File: config.mk
export PLATFORM = sky130hd
export DESIGN_NAME = pg_seq_multi_flat
export DESIGN_NICKNAME = d
export VERILOG_FILES = /design/src/rtl/pg_seq_multi_if.sv /design/src/rtl/pg_seq_multi.sv /design/src/flat_wrapper.sv
export SDC_FILE = /design/constraint.sdc
export NUM_CORES = 1
export LEC_CHECK = 0
export ABC_CLOCK_PERIOD_IN_PS = 3700
export CELL_PAD_IN_SITES_DETAIL_PLACEMENT = 1
export CELL_PAD_IN_SITES_GLOBAL_PLACEMENT = 1
export CORE_MARGIN = 2
export CORE_UTILIZATION = 44
export DETAILED_ROUTE_END_ITERATION = 10
export PLACE_DENSITY = 0.81
export SYNTH_ARGS = -nofsm -noshare
export SYNTH_HDL_FRONTEND = slang
export SYNTH_SLANG_ARGS = --single-unit
File: constraint.sdc
create_clock -name clk -period 3.7 [get_ports clk]
set_input_delay 0.37 -clock clk [delete_from_list [all_inputs] [get_ports clk]]
set_output_delay 0.37 -clock clk [all_outputs]
set_load 0.02 [all_outputs]
File: src/rtl/pg_seq_multi_if.sv
`default_nettype none
// ============================================================================
// Module   : pg_seq_multi_if
// Purpose  : Control/status bundle between the always-on register block and
//            the multi-domain power-gate sequencer.
// Revision : 1.0 - initial release
// ============================================================================
interface pg_seq_multi_if #(
  parameter int N_DOM = 4,
  parameter int DLY_W = 4,
  parameter int TMO_W = 8
);
  logic [N_DOM-1:0] power_req;
  logic [DLY_W-1:0] step_dly;
  logic [TMO_W-1:0] ack_timeout;
  logic [N_DOM-1:0] sleep_ack;
  logic [N_DOM-1:0] err_clr;
  logic [N_DOM-1:0] sleep_send;
  logic [N_DOM-1:0] dom_rst_n;
  logic [N_DOM-1:0] isolate;
  logic [N_DOM-1:0] clk_en;
  logic [N_DOM-1:0] done;
  logic [N_DOM-1:0] tmo_err;
  logic             busy;

  // Register block / switch side
  modport master (
    output power_req, step_dly, ack_timeout, sleep_ack, err_clr,
    input  sleep_send, dom_rst_n, isolate, clk_en, done, tmo_err, busy
  );

  // Sequencer side
  modport slave (
    input  power_req, step_dly, ack_timeout, sleep_ack, err_clr,
    output sleep_send, dom_rst_n, isolate, clk_en, done, tmo_err, busy
  );
endinterface
`default_nettype wire

File: src/rtl/pg_seq_multi.sv
`default_nettype none
// ============================================================================
// Module   : pg_seq_multi
// Purpose  : Multi-domain power-gate sequencer. Each domain climbs/descends
//            OFF-PWR-RUN_RST-OPEN-ON with a programmable dwell; a round-robin
//            token lets only one domain operate its power switch at a time.
// Revision : 1.0 - initial release
// ============================================================================
module pg_seq_multi #(
  parameter int N_DOM = 4,
  parameter int DLY_W = 4,
  parameter int TMO_W = 8
) (
  input  logic          clk,
  input  logic          rst,
  pg_seq_multi_if.slave bus
);

  localparam int PTR_W = (N_DOM > 1) ? $clog2(N_DOM) : 1;

  localparam logic [2:0] S_OFF   = 3'd0;
  localparam logic [2:0] S_SWREQ = 3'd1;
  localparam logic [2:0] S_SW    = 3'd2;
  localparam logic [2:0] S_PWR   = 3'd3;
  localparam logic [2:0] S_RUN   = 3'd4;
  localparam logic [2:0] S_OPEN  = 3'd5;
  localparam logic [2:0] S_ON    = 3'd6;

  // Output codes: {sleep_send, isolate, dom_rst_n, clk_en}
  localparam logic [3:0] O_OFF  = 4'b1100;
  localparam logic [3:0] O_PWR  = 4'b0100;
  localparam logic [3:0] O_RUN  = 4'b0110;
  localparam logic [3:0] O_OPEN = 4'b0010;
  localparam logic [3:0] O_ON   = 4'b0011;

  logic [N_DOM-1:0]   w_in_sw;
  logic [N_DOM-1:0]   w_cand;
  logic [N_DOM-1:0]   w_busy_v;
  logic [2*N_DOM-1:0] w_dbl;
  logic [N_DOM-1:0]   w_rot;
  logic [PTR_W-1:0]   r_ptr;
  logic [PTR_W-1:0]   w_gnt_idx;
  logic               w_gnt_any;

  assign w_dbl = {w_cand, w_cand};
  assign w_rot = w_dbl[r_ptr +: N_DOM];

  // Round-robin pick of the first eligible requester at or after the pointer,
  // only while the switch token is free (no domain in SW).
  always_comb begin
    w_gnt_any = 1'b0;
    w_gnt_idx = '0;
    if (w_in_sw == '0) begin
      for (int k = N_DOM - 1; k >= 0; k--) begin
        if (w_rot[k]) begin
          w_gnt_any = 1'b1;
          w_gnt_idx = PTR_W'((int'(r_ptr) + k) % N_DOM);
        end
      end
    end
  end

  // Pointer restarts one past the most recent grant.
  always_ff @(posedge clk) begin
    if (rst) begin
      r_ptr <= '0;
    end else if (w_gnt_any) begin
      r_ptr <= (w_gnt_idx == PTR_W'(N_DOM - 1)) ? '0 : w_gnt_idx + 1'b1;
    end
  end

  assign bus.busy = |w_busy_v;

  for (genvar i = 0; i < N_DOM; i++) begin : g_dom
    logic [2:0]       r_state, w_state_nx;
    logic             r_tgt, w_tgt_nx;
    logic [DLY_W-1:0] r_dwell, w_dwell_nx;
    logic [TMO_W-1:0] r_tcnt, w_tcnt_nx, w_tcnt_inc;
    logic             r_err, w_err_nx;
    logic [3:0]       r_out, w_out_nx;
    logic             w_req, w_dwell_end, w_tmo_hit, w_in_dwell, w_gnt;

    assign w_req       = bus.power_req[i];
    assign w_dwell_end = (r_dwell >= bus.step_dly);
    assign w_tcnt_inc  = r_tcnt + 1'b1;
    assign w_tmo_hit   = (bus.ack_timeout != '0) && (w_tcnt_inc == bus.ack_timeout);
    assign w_in_dwell  = (r_state == S_PWR) || (r_state == S_RUN) || (r_state == S_OPEN);
    assign w_gnt       = w_gnt_any && (w_gnt_idx == PTR_W'(i));

    // A waiting domain is eligible only while its request still points the
    // same way as the pending switch move (target 0 = up, target 1 = down).
    assign w_in_sw[i]  = (r_state == S_SW);
    assign w_cand[i]   = (r_state == S_SWREQ) && (w_req != r_tgt);
    assign w_busy_v[i] = (r_state != S_OFF) && (r_state != S_ON);

    // State and registered outputs.
    always_ff @(posedge clk) begin
      if (rst) begin
        r_state <= S_OFF;
        r_tgt   <= 1'b0;
        r_dwell <= '0;
        r_tcnt  <= '0;
        r_err   <= 1'b0;
        r_out   <= O_OFF;
      end else begin
        r_state <= w_state_nx;
        r_tgt   <= w_tgt_nx;
        r_dwell <= w_dwell_nx;
        r_tcnt  <= w_tcnt_nx;
        r_err   <= w_err_nx;
        r_out   <= w_out_nx;
      end
    end

    // Ladder moves, switch handshake and timeout supervision.
    always_comb begin
      w_state_nx = r_state;
      w_tgt_nx   = r_tgt;
      w_tcnt_nx  = r_tcnt;
      w_err_nx   = r_err & ~bus.err_clr[i];
      case (r_state)
        S_OFF: begin
          if (w_req && !r_err) begin
            w_state_nx = S_SWREQ;
            w_tgt_nx   = 1'b0;
          end
        end
        S_SWREQ: begin
          if (w_req == r_tgt) begin
            w_state_nx = r_tgt ? S_PWR : S_OFF;
          end else if (w_gnt) begin
            w_state_nx = S_SW;
            w_tcnt_nx  = '0;
          end
        end
        S_SW: begin
          if (bus.sleep_ack[i] == r_tgt) begin
            w_state_nx = r_tgt ? S_OFF : S_PWR;
          end else if (w_tmo_hit) begin
            w_state_nx = S_OFF;
            w_err_nx   = 1'b1;
          end else begin
            w_tcnt_nx = w_tcnt_inc;
          end
        end
        S_PWR: begin
          if (w_dwell_end) begin
            if (w_req) begin
              w_state_nx = S_RUN;
            end else begin
              w_state_nx = S_SWREQ;
              w_tgt_nx   = 1'b1;
            end
          end
        end
        S_RUN: begin
          if (w_dwell_end) w_state_nx = w_req ? S_OPEN : S_PWR;
        end
        S_OPEN: begin
          if (w_dwell_end) w_state_nx = w_req ? S_ON : S_RUN;
        end
        S_ON: begin
          if (!w_req) w_state_nx = S_OPEN;
        end
        default: w_state_nx = S_OFF;
      endcase
      w_dwell_nx = (w_in_dwell && (w_state_nx == r_state)) ? r_dwell + 1'b1 : '0;
    end

    // Output levels for the state being entered; SW_REQ keeps whatever the
    // source level drove.
    always_comb begin
      w_out_nx = r_out;
      case (w_state_nx)
        S_OFF:   w_out_nx = O_OFF;
        S_SWREQ: w_out_nx = r_out;
        S_SW:    w_out_nx = {w_tgt_nx, O_PWR[2:0]};
        S_PWR:   w_out_nx = O_PWR;
        S_RUN:   w_out_nx = O_RUN;
        S_OPEN:  w_out_nx = O_OPEN;
        S_ON:    w_out_nx = O_ON;
        default: w_out_nx = O_OFF;
      endcase
    end

    assign bus.sleep_send[i] = r_out[3];
    assign bus.isolate[i]    = r_out[2];
    assign bus.dom_rst_n[i]  = r_out[1];
    assign bus.clk_en[i]     = r_out[0];
    assign bus.tmo_err[i]    = r_err;
    assign bus.done[i]       = ((r_state == S_OFF) && !w_req && !r_err) ||
                               ((r_state == S_ON) && w_req);
  end

endmodule
`default_nettype wire

File: src/flat_wrapper.sv
// flat-port wrapper written by rule: the top's interface ports become plain ports
module pg_seq_multi_flat 
#(
  parameter int N_DOM = 4,
  parameter int DLY_W = 4,
  parameter int TMO_W = 8
)
  (clk, rst, bus_power_req, bus_step_dly, bus_ack_timeout, bus_sleep_ack, bus_err_clr, bus_sleep_send, bus_dom_rst_n, bus_isolate, bus_clk_en, bus_done, bus_tmo_err, bus_busy);
  pg_seq_multi_if #(.N_DOM(N_DOM), .DLY_W(DLY_W), .TMO_W(TMO_W)) bus_i ();
  input  logic clk;
  input  logic rst;
  input wire logic [$bits(bus_i.power_req)-1:0] bus_power_req;
  input wire logic [$bits(bus_i.step_dly)-1:0] bus_step_dly;
  input wire logic [$bits(bus_i.ack_timeout)-1:0] bus_ack_timeout;
  input wire logic [$bits(bus_i.sleep_ack)-1:0] bus_sleep_ack;
  input wire logic [$bits(bus_i.err_clr)-1:0] bus_err_clr;
  output wire logic [$bits(bus_i.sleep_send)-1:0] bus_sleep_send;
  output wire logic [$bits(bus_i.dom_rst_n)-1:0] bus_dom_rst_n;
  output wire logic [$bits(bus_i.isolate)-1:0] bus_isolate;
  output wire logic [$bits(bus_i.clk_en)-1:0] bus_clk_en;
  output wire logic [$bits(bus_i.done)-1:0] bus_done;
  output wire logic [$bits(bus_i.tmo_err)-1:0] bus_tmo_err;
  output wire logic [$bits(bus_i.busy)-1:0] bus_busy;
  assign bus_i.power_req = bus_power_req;
  assign bus_i.step_dly = bus_step_dly;
  assign bus_i.ack_timeout = bus_ack_timeout;
  assign bus_i.sleep_ack = bus_sleep_ack;
  assign bus_i.err_clr = bus_err_clr;
  assign bus_sleep_send = bus_i.sleep_send;
  assign bus_dom_rst_n = bus_i.dom_rst_n;
  assign bus_isolate = bus_i.isolate;
  assign bus_clk_en = bus_i.clk_en;
  assign bus_done = bus_i.done;
  assign bus_tmo_err = bus_i.tmo_err;
  assign bus_busy = bus_i.busy;
  pg_seq_multi #(.N_DOM(N_DOM), .DLY_W(DLY_W), .TMO_W(TMO_W)) u_core (.clk(clk), .rst(rst), .bus(bus_i));
endmodule
* Word-level counts from Yosys, hierarchy flattened
Cells that the tools add are included.
Operators by class: bitwise logic cells 12, shift-type cells 1, muxes and demuxes 123, $add $sub $neg 12, multiply operators 0, eq/ne operators 91, reductions and logical operators 80, divide/modulo/power cells 0, order comparisons 4
Operator list (count):
- 2-to-1 mux 3 bit | 44
- 2-to-1 mux 8 bit | 16
- one-hot mux 4 bit (6 select lines) | 4
- one-hot mux 3 bit (7 select lines) | 4
- equality test 3 bit, second input constant | 24
- one-hot mux 8 bit (2 select lines) | 4
- equality test 3 x 2 -> 1 bit, second input constant | 16
- logical AND 1 bit | 36
- 2-to-1 mux 2 bit | 18
- adder 8 x 1 -> 8 bit, second input constant | 4
- equality test 8 bit | 4
- 2-to-1 mux 1 bit | 29
- equality test 3 x 1 -> 1 bit, second input constant | 8
- != test 2 bit, second input constant | 12
- AND reduction 5 bit | 4
- adder 4 x 1 -> 4 bit, second input constant | 4
- greater-or-equal comparator 4 bit | 4
- equality test 3 bit | 4
- logical NOT 3 bit | 4
- logical OR 1 bit | 12
- != test 3 bit, second input constant | 4
- nonzero test 3 bit | 4
- equality test 1 bit | 8
- logical NOT 1 bit | 8
- other kinds (16) | 44
Word-level totals: memories 0, bits in read-only memories 0, flip-flop bits (word level) 86, input port bits 26, latch bits 0, bits in writable memories 0, output and inout bits 25

* Logic depth before layout (Yosys ltp)
Gate-level depths: netlist of the first run.
depth after elaboration 17, mapped depth 17, mapped depth without buffers 17

* Worst setup path after synthesis of the first run
Ideal clock, no wire load.
path kind register -> register, from register u_core.g_dom[0].r_tgt, to register u_core.g_dom[3].r_tcnt[5], arrival time 3.268 ns, stages on the path, launching flop included 16, clock period less this slack 3.347 ns, path buffers 1, slack 0.353 ns, path through dfxtp_1 -> inv_1 -> ha_1 -> nor4b_1 -> nor4_2 -> nor2_4 -> o21ai_0 -> nor2_1 -> ha_1 -> nor4b_1 -> a2111o_1 -> and3_1 -> buf_2 -> o311ai_2 -> or3_1 -> o211ai_1
Between the ends: longest elaborated chain between the ends 12, elaborated cells on any way between the ends 17, classes of those cells 3 x eq/ne; 1 x shift; 10 x mux; 3 x reduce/logical
Ends and longest elaborated chain:
- start, declared | line pg_seq_multi.sv:76 | logic r_tgt, w_tgt_nx;
- start signal, assigned | line pg_seq_multi.sv:107 | r_tgt <= w_tgt_nx;
- != test 1 bit (*) | line pg_seq_multi.sv:93 | assign w_cand[i] = (r_state == S_SWREQ) && (w_req != r_tgt);
- logical AND 1 bit (*) | line pg_seq_multi.sv:93
- indexed part select 8 x 3 -> 4 bit (*) | line pg_seq_multi.sv:46 | assign w_rot = w_dbl[r_ptr +: N_DOM];
- 2-to-1 mux 2 bit (4 in series) | line pg_seq_multi.sv:55 | if (w_rot[k]) begin
- 2-to-1 mux 2 bit | line pg_seq_multi.sv:53 | if (w_in_sw == '0) begin
- equality test 2 bit | line pg_seq_multi.sv:88 | assign w_gnt = w_gnt_any && (w_gnt_idx == PTR_W'(i));
- logical AND 1 bit (*) | line pg_seq_multi.sv:88
- != test 2 x 1 -> 1 bit (no line) (*)
- AND reduction 5 bit (no line) (*)
- end signal, assigned | line pg_seq_multi.sv:109 | r_tcnt <= w_tcnt_nx;
- end, declared | line pg_seq_multi.sv:78 | logic [TMO_W-1:0] r_tcnt, w_tcnt_nx, w_tcnt_inc;
Mark *: on every way between the ends. The rest lies on a longest branch, timed or not. A chain may end at the register's enable or synchronous reset.

* Final worst setup path of the first run
from input port bus_power_req[1], to register u_core.g_dom[2].r_tcnt[6]
Between the ends: longest elaborated chain between the ends 12, elaborated cells on any way between the ends 17, classes of those cells 3 x eq/ne; 1 x shift; 10 x mux; 3 x reduce/logical
Ends and longest elaborated chain:
- start, declared | line flat_wrapper.sv:12 | input wire logic [$bits(bus_i.power_req)-1:0] bus_power_req;
- != test 1 bit (*) | line pg_seq_multi.sv:93
- logical AND 1 bit (*) | line pg_seq_multi.sv:93
- indexed part select 8 x 3 -> 4 bit (*) | line pg_seq_multi.sv:46
- 2-to-1 mux 2 bit (4 in series) | line pg_seq_multi.sv:55
- 2-to-1 mux 2 bit | line pg_seq_multi.sv:53
- equality test 2 bit | line pg_seq_multi.sv:88
- logical AND 1 bit (*) | line pg_seq_multi.sv:88
- != test 2 x 1 -> 1 bit (no line) (*)
- AND reduction 5 bit (no line) (*)
- end signal, assigned | line pg_seq_multi.sv:109
- end, declared | line pg_seq_multi.sv:78
Marked as above.

==> impl_metrics.yaml, run 1 <==
synth:
  ys_top_cells_by_area: "sky130_fd_sc_hd__dfxtp_1 27%, sky130_fd_sc_hd__ha_1 6.3%, sky130_fd_sc_hd__nor2_1 5.5%"
  synth.yosys.warnings: 0
  number_of_enable_type_register_cells_in_the_synthesized_netlist: 0
  synth_top_flop_cell: "sky130_fd_sc_hd__dfxtp_1"
  top_cell_type_s_share_of_synthesized_area_pct: 27.3
  postSynthRegisterBits: 86
  synthDistinctLibCells: 81
  asyncSetResetFlopFracSynth_pct: 0
  synth_sequential_area_ratio_pct: 27.3
  synth.largest_area_cell: "sky130_fd_sc_hd__dfxtp_1"
  syn_std_cell_area_sq_um: 6320
  synthesis.area_per_instance_sq_um: 7.75
  synth_fp_nets: 873
  postSynthCellCount: 815
pwr:
  clkPwrFrac_pct: 32.1
  totalPowerFinal_mw: 2.83
  total_leakage_power_nw: 2.88
  sw_frac_of_total_pct: 33.4
  p_int_mw: 1.88
  power.share.sequential_pct: 35.3
  power_density_nw_per_um2: 370
  peakVddDrop_mv: 0.263
  netSwitchingPower_uw: 944
  pwr-share-comb_pct: 32.6
timing:
  clock.fmax_ghz: 0.279
  timing.hold.ws_ps: 460
  sum_of_negative_setup_slack_ps: 0
  setup_slack_ps: 118
  report.final.slew_viol_count: 0
  final.setup_skew_ps: 8.00
  layout_worst_path_cycle_share_pct: 96.8
  rsz0062_at_grt: "yes"
  period_needed_ps: 3580
  slew-limit-headroom_pct: 43.3
  hold_viol_final: 0
  worstMarginPinSlew_ps: 849
  setup_viol_count_final: 0
drt:
  drcViolationCount: 0
  routed-via-count: 6573
  totalWireLength_um: 20700
  post_detailed_route_wirelength_per_cell_um: 19.4
  first_pass_iters: 4
  postRouteAntennaNets: 0
  drt_first_iter_violations: 380
  route.detailed.vias_per_inst: 6.15
worst_setup_path:
  worstReg2RegEnd: "u_core.g_dom[2].r_tcnt[6]"
  worst-endpoint-required_ps: 3910
  worstSetupEndpointType: "flop"
  path_buf_inv: 6
  timing.critical_path.max_delay_family: "buffers and inverters"
  rrSetupSlack_ps: 140
  critical_path_arrival_ps: 3790
  critical_path.reg2reg.startpoint: "u_core.g_dom[2].r_tgt"
  timing.critical_path.fanout_max: 3
  crit_path_top_delay_cell: "sky130_fd_sc_hd__clkdlybuf4s50_1"
  critical_path.startpoint_type: "input port"
  cp_peak_stage_delay_ps: 440
  timing.reg2reg.worst_path_depth: 20
  cp_dominant_cell_by_count: "sky130_fd_sc_hd__buf_4"
  critPathKind: "input port to flop"
  cp_cell_sequence: "clkdlybuf4s50_1 > ha_1 > nor4b_1 > buf_4 > nor4_4 > nor2_4 > o21ai_1 > nor2_1 > buf_4 > inv_1 > ha_1 > nand2b_1 > o31ai_2 > nand2_1 > a211oi_4 > buf_4 > nand3_2 > buf_4 > o21ai_1 > a21oi_2"
cells_and_area:
  finalInstanceArea_sq_um: 7640
  share_of_cells_above_drive_strength_1_pct: 13.7
  most_common_cell_after_layout_fill_and_taps_aside: "sky130_fd_sc_hd__nor2_1"
  antennaDiodeCount: 0
  finalNetCount: 945
  synthToLayoutAreaGrowth_pct: 21.0
  most-common-layout-cells: "92 x sky130_fd_sc_hd__nor2_1, 83 x sky130_fd_sc_hd__dfxtp_1, 60 x sky130_fd_sc_hd__buf_4"
global_routing:
  grt_start_max_net_pins: 26
  grt_overflow: 0
  grtUsageTotal_pct: 27.8
  grt_pass1_vias: 6738
  grt_pass1_wl_um: 33700
  antenna_violations_before_repair: 0
floorplan:
  dieWidth_um: 124
  die_y_um: 124
  top_level_port_count: 51
  design.core.area_sq_um: 13900
  die_area_sq_um: 15300
  floorplan.initialDensity_pct: 45.3
  rows: 43
clock_network:
  cts_inserted_buffers: 9
  tritoncts: "built"
  clock-root-buffer: "sky130_fd_sc_hd__clkbuf_16"
  cts_htree_levels: 3
  clkLatencyLatePin_ps: 350
  clk_pin_slew_worst_paths_ps: 60
  cts.sink_count: 86
  clock_path_buffers: 2
min_path:
  hold-path-cell-count: 2
  min_delay_src: "u_core.g_dom[2].r_out[2]"
  hold_path_class: "flop to flop"
  min_delay_worst_endpoint: "u_core.g_dom[2].r_out[2]"
job:
  max_cap_violations: 0
outcome:
  run_status: "complete, no violations"
place:
  place_hpwl_um: 15300
  dpl_worst_slack_ps: -263
  port_buffer_count: 50
  routabilityCongestion: 0.944
  placement.cell_area_sq_um: 7260
-- worst reg2reg max path, cell delays in order (launching register included) --
cell and delay (ps):
sky130_fd_sc_hd__dfxtp_4 380, sky130_fd_sc_hd__inv_1 80, sky130_fd_sc_hd__ha_4 290, sky130_fd_sc_hd__nor4b_4 50, sky130_fd_sc_hd__buf_4 160, sky130_fd_sc_hd__nor4_4 350
sky130_fd_sc_hd__nor2_4 50, sky130_fd_sc_hd__o21ai_1 90, sky130_fd_sc_hd__nor2_1 90, sky130_fd_sc_hd__buf_4 140, sky130_fd_sc_hd__inv_1 80, sky130_fd_sc_hd__ha_1 190
sky130_fd_sc_hd__nand2b_1 80, sky130_fd_sc_hd__o31ai_2 220, sky130_fd_sc_hd__nand2_1 130, sky130_fd_sc_hd__a211oi_4 260, sky130_fd_sc_hd__buf_4 170, sky130_fd_sc_hd__nand3_2 80
sky130_fd_sc_hd__buf_4 180, sky130_fd_sc_hd__o21ai_1 240, sky130_fd_sc_hd__a21oi_2 100
-- synthesized netlist by cell type (4+ instances only) --
| cell | n |
|---|---|
| sky130_fd_sc_hd__buf_2 | 8 |
| sky130_fd_sc_hd__o31a_1 | 4 |
| sky130_fd_sc_hd__nand2_1 | 53 |
| sky130_fd_sc_hd__o21a_1 | 5 |
| sky130_fd_sc_hd__or3_1 | 10 |
| sky130_fd_sc_hd__o21bai_1 | 4 |
| sky130_fd_sc_hd__a2111oi_0 | 5 |
| sky130_fd_sc_hd__or4_1 | 4 |
| sky130_fd_sc_hd__nor4_1 | 9 |
| sky130_fd_sc_hd__and3_1 | 7 |
| sky130_fd_sc_hd__o22ai_1 | 4 |
| sky130_fd_sc_hd__a31o_2 | 8 |
| sky130_fd_sc_hd__xnor2_1 | 32 |
| sky130_fd_sc_hd__nor3_1 | 26 |
| sky130_fd_sc_hd__a21oi_1 | 37 |
| sky130_fd_sc_hd__and2_1 | 10 |
| sky130_fd_sc_hd__or2_2 | 6 |
| sky130_fd_sc_hd__nor2_1 | 92 |
| sky130_fd_sc_hd__buf_4 | 4 |
| sky130_fd_sc_hd__dfxtp_1 | 86 |
| sky130_fd_sc_hd__clkbuf_1 | 33 |
| sky130_fd_sc_hd__a21o_1 | 7 |
| sky130_fd_sc_hd__nand3_1 | 41 |
| sky130_fd_sc_hd__o211ai_1 | 11 |
| sky130_fd_sc_hd__xor2_1 | 17 |
| sky130_fd_sc_hd__nor3b_1 | 6 |
| sky130_fd_sc_hd__o2111ai_1 | 5 |
| sky130_fd_sc_hd__inv_1 | 44 |
| sky130_fd_sc_hd__a31oi_1 | 23 |
| sky130_fd_sc_hd__o31ai_1 | 12 |
| sky130_fd_sc_hd__nand4_1 | 6 |
| sky130_fd_sc_hd__nor4b_1 | 5 |
| sky130_fd_sc_hd__nor3b_2 | 4 |
| sky130_fd_sc_hd__mux2i_1 | 8 |
| sky130_fd_sc_hd__nor2b_1 | 17 |
| sky130_fd_sc_hd__ha_1 | 32 |
| sky130_fd_sc_hd__nand3b_1 | 5 |
| sky130_fd_sc_hd__o21ai_0 | 32 |
| sky130_fd_sc_hd__a211oi_1 | 12 |
| sky130_fd_sc_hd__nand2b_1 | 19 |
-- state kept, by name (all words and copies together) (netlist names) --
name and count:
u_core.r_ptr 2, u_core.g_dom.r_state 12, u_core.g_dom.r_tcnt 32, u_core.g_dom.r_dwell 16
u_core.g_dom.r_out 16, u_core.g_dom.r_err 4, u_core.g_dom.r_tgt 4
-- kinds of logic after synthesis --
logic type	synth area share, %
compound gates	23.5
fa+ha+maj	6.34
flops	27.3
buf+inv	6.02
simple gates	28.7
mux	1.45
xor+xnor	6.79
-- metal layers --
layer | track usage, % | wire, um
met1 | 34.2 | 9120
met2 | 49.8 | 10600
met3 | 3.21 | 613
met4 | 10.1 | 428
met5 | 0 | 0
-- cell type report --
type / instances / area, sq um
Inverter: 45 / 169
Multi-Input combinational cell: 635 / 4290
Clock inverter: 2 / 35.0
Timing Repair Buffer: 110 / 948
Fill cell: 1767 / 6290
Sequential cell: 86 / 1730
Clock buffer: 11 / 243
Tap cell: 180 / 225
-- what timing repair did --
item,CTS,global route
endpoints found under the setup margin,3,33
setup buffers,0,2
hold buffers,0,0
pin swaps,1,6
gates resized for setup,1,19
-- stage by stage --
step                utilization, %  std cells
detailed placement            52.1       1054
finish                        54.8       1069
floorplan                        -        815
global route                  54.8       1069
CTS                           54.2       1067
global placement              52.1       1054
-- worst max-delay path by stage --
stage                          startpoint  slack, ps                         to  depth (start not counted)
CTS                 u_core.g_dom[2].r_tgt         10  u_core.g_dom[2].r_tcnt[3]                         17
global placement         bus_power_req[0]        -30  u_core.g_dom[2].r_tcnt[3]                         18
floorplan           u_core.g_dom[0].r_tgt        350  u_core.g_dom[3].r_tcnt[5]                         15
finish                   bus_power_req[1]        120  u_core.g_dom[2].r_tcnt[6]                         20
detailed placement       bus_power_req[0]       -260  u_core.g_dom[2].r_tcnt[3]                         18
global route             bus_power_req[0]       -120  u_core.g_dom[2].r_tcnt[6]                         19
-- power groups by stage --
| stage | Combinational [mW] | Clock, mW | Sequential, mW |
|---|---|---|---|
| floorplan | 0.516 | 0 | 1.03 |
| global placement | 0.848 | 0 | 1.01 |
| detailed placement | 0.888 | 0 | 1.02 |
| CTS | 0.900 | 0.920 | 0.996 |
| global route | 0.994 | 0.952 | 0.999 |
| finish | 0.922 | 0.907 | 0.996 |
Power figures use the tool's default switching activity.
==> inputs of run 2 (changes only) <==
--- a/config.mk
+++ b/config.mk
@@ -15,3 +15,4 @@
 export SYNTH_ARGS = -nofsm -noshare
 export SYNTH_HDL_FRONTEND = slang
 export SYNTH_SLANG_ARGS = --single-unit
+export TNS_END_PERCENT = 20
==> results of run 2 <==
The final DEF is identical to that of run 1; final timing and power are the same.
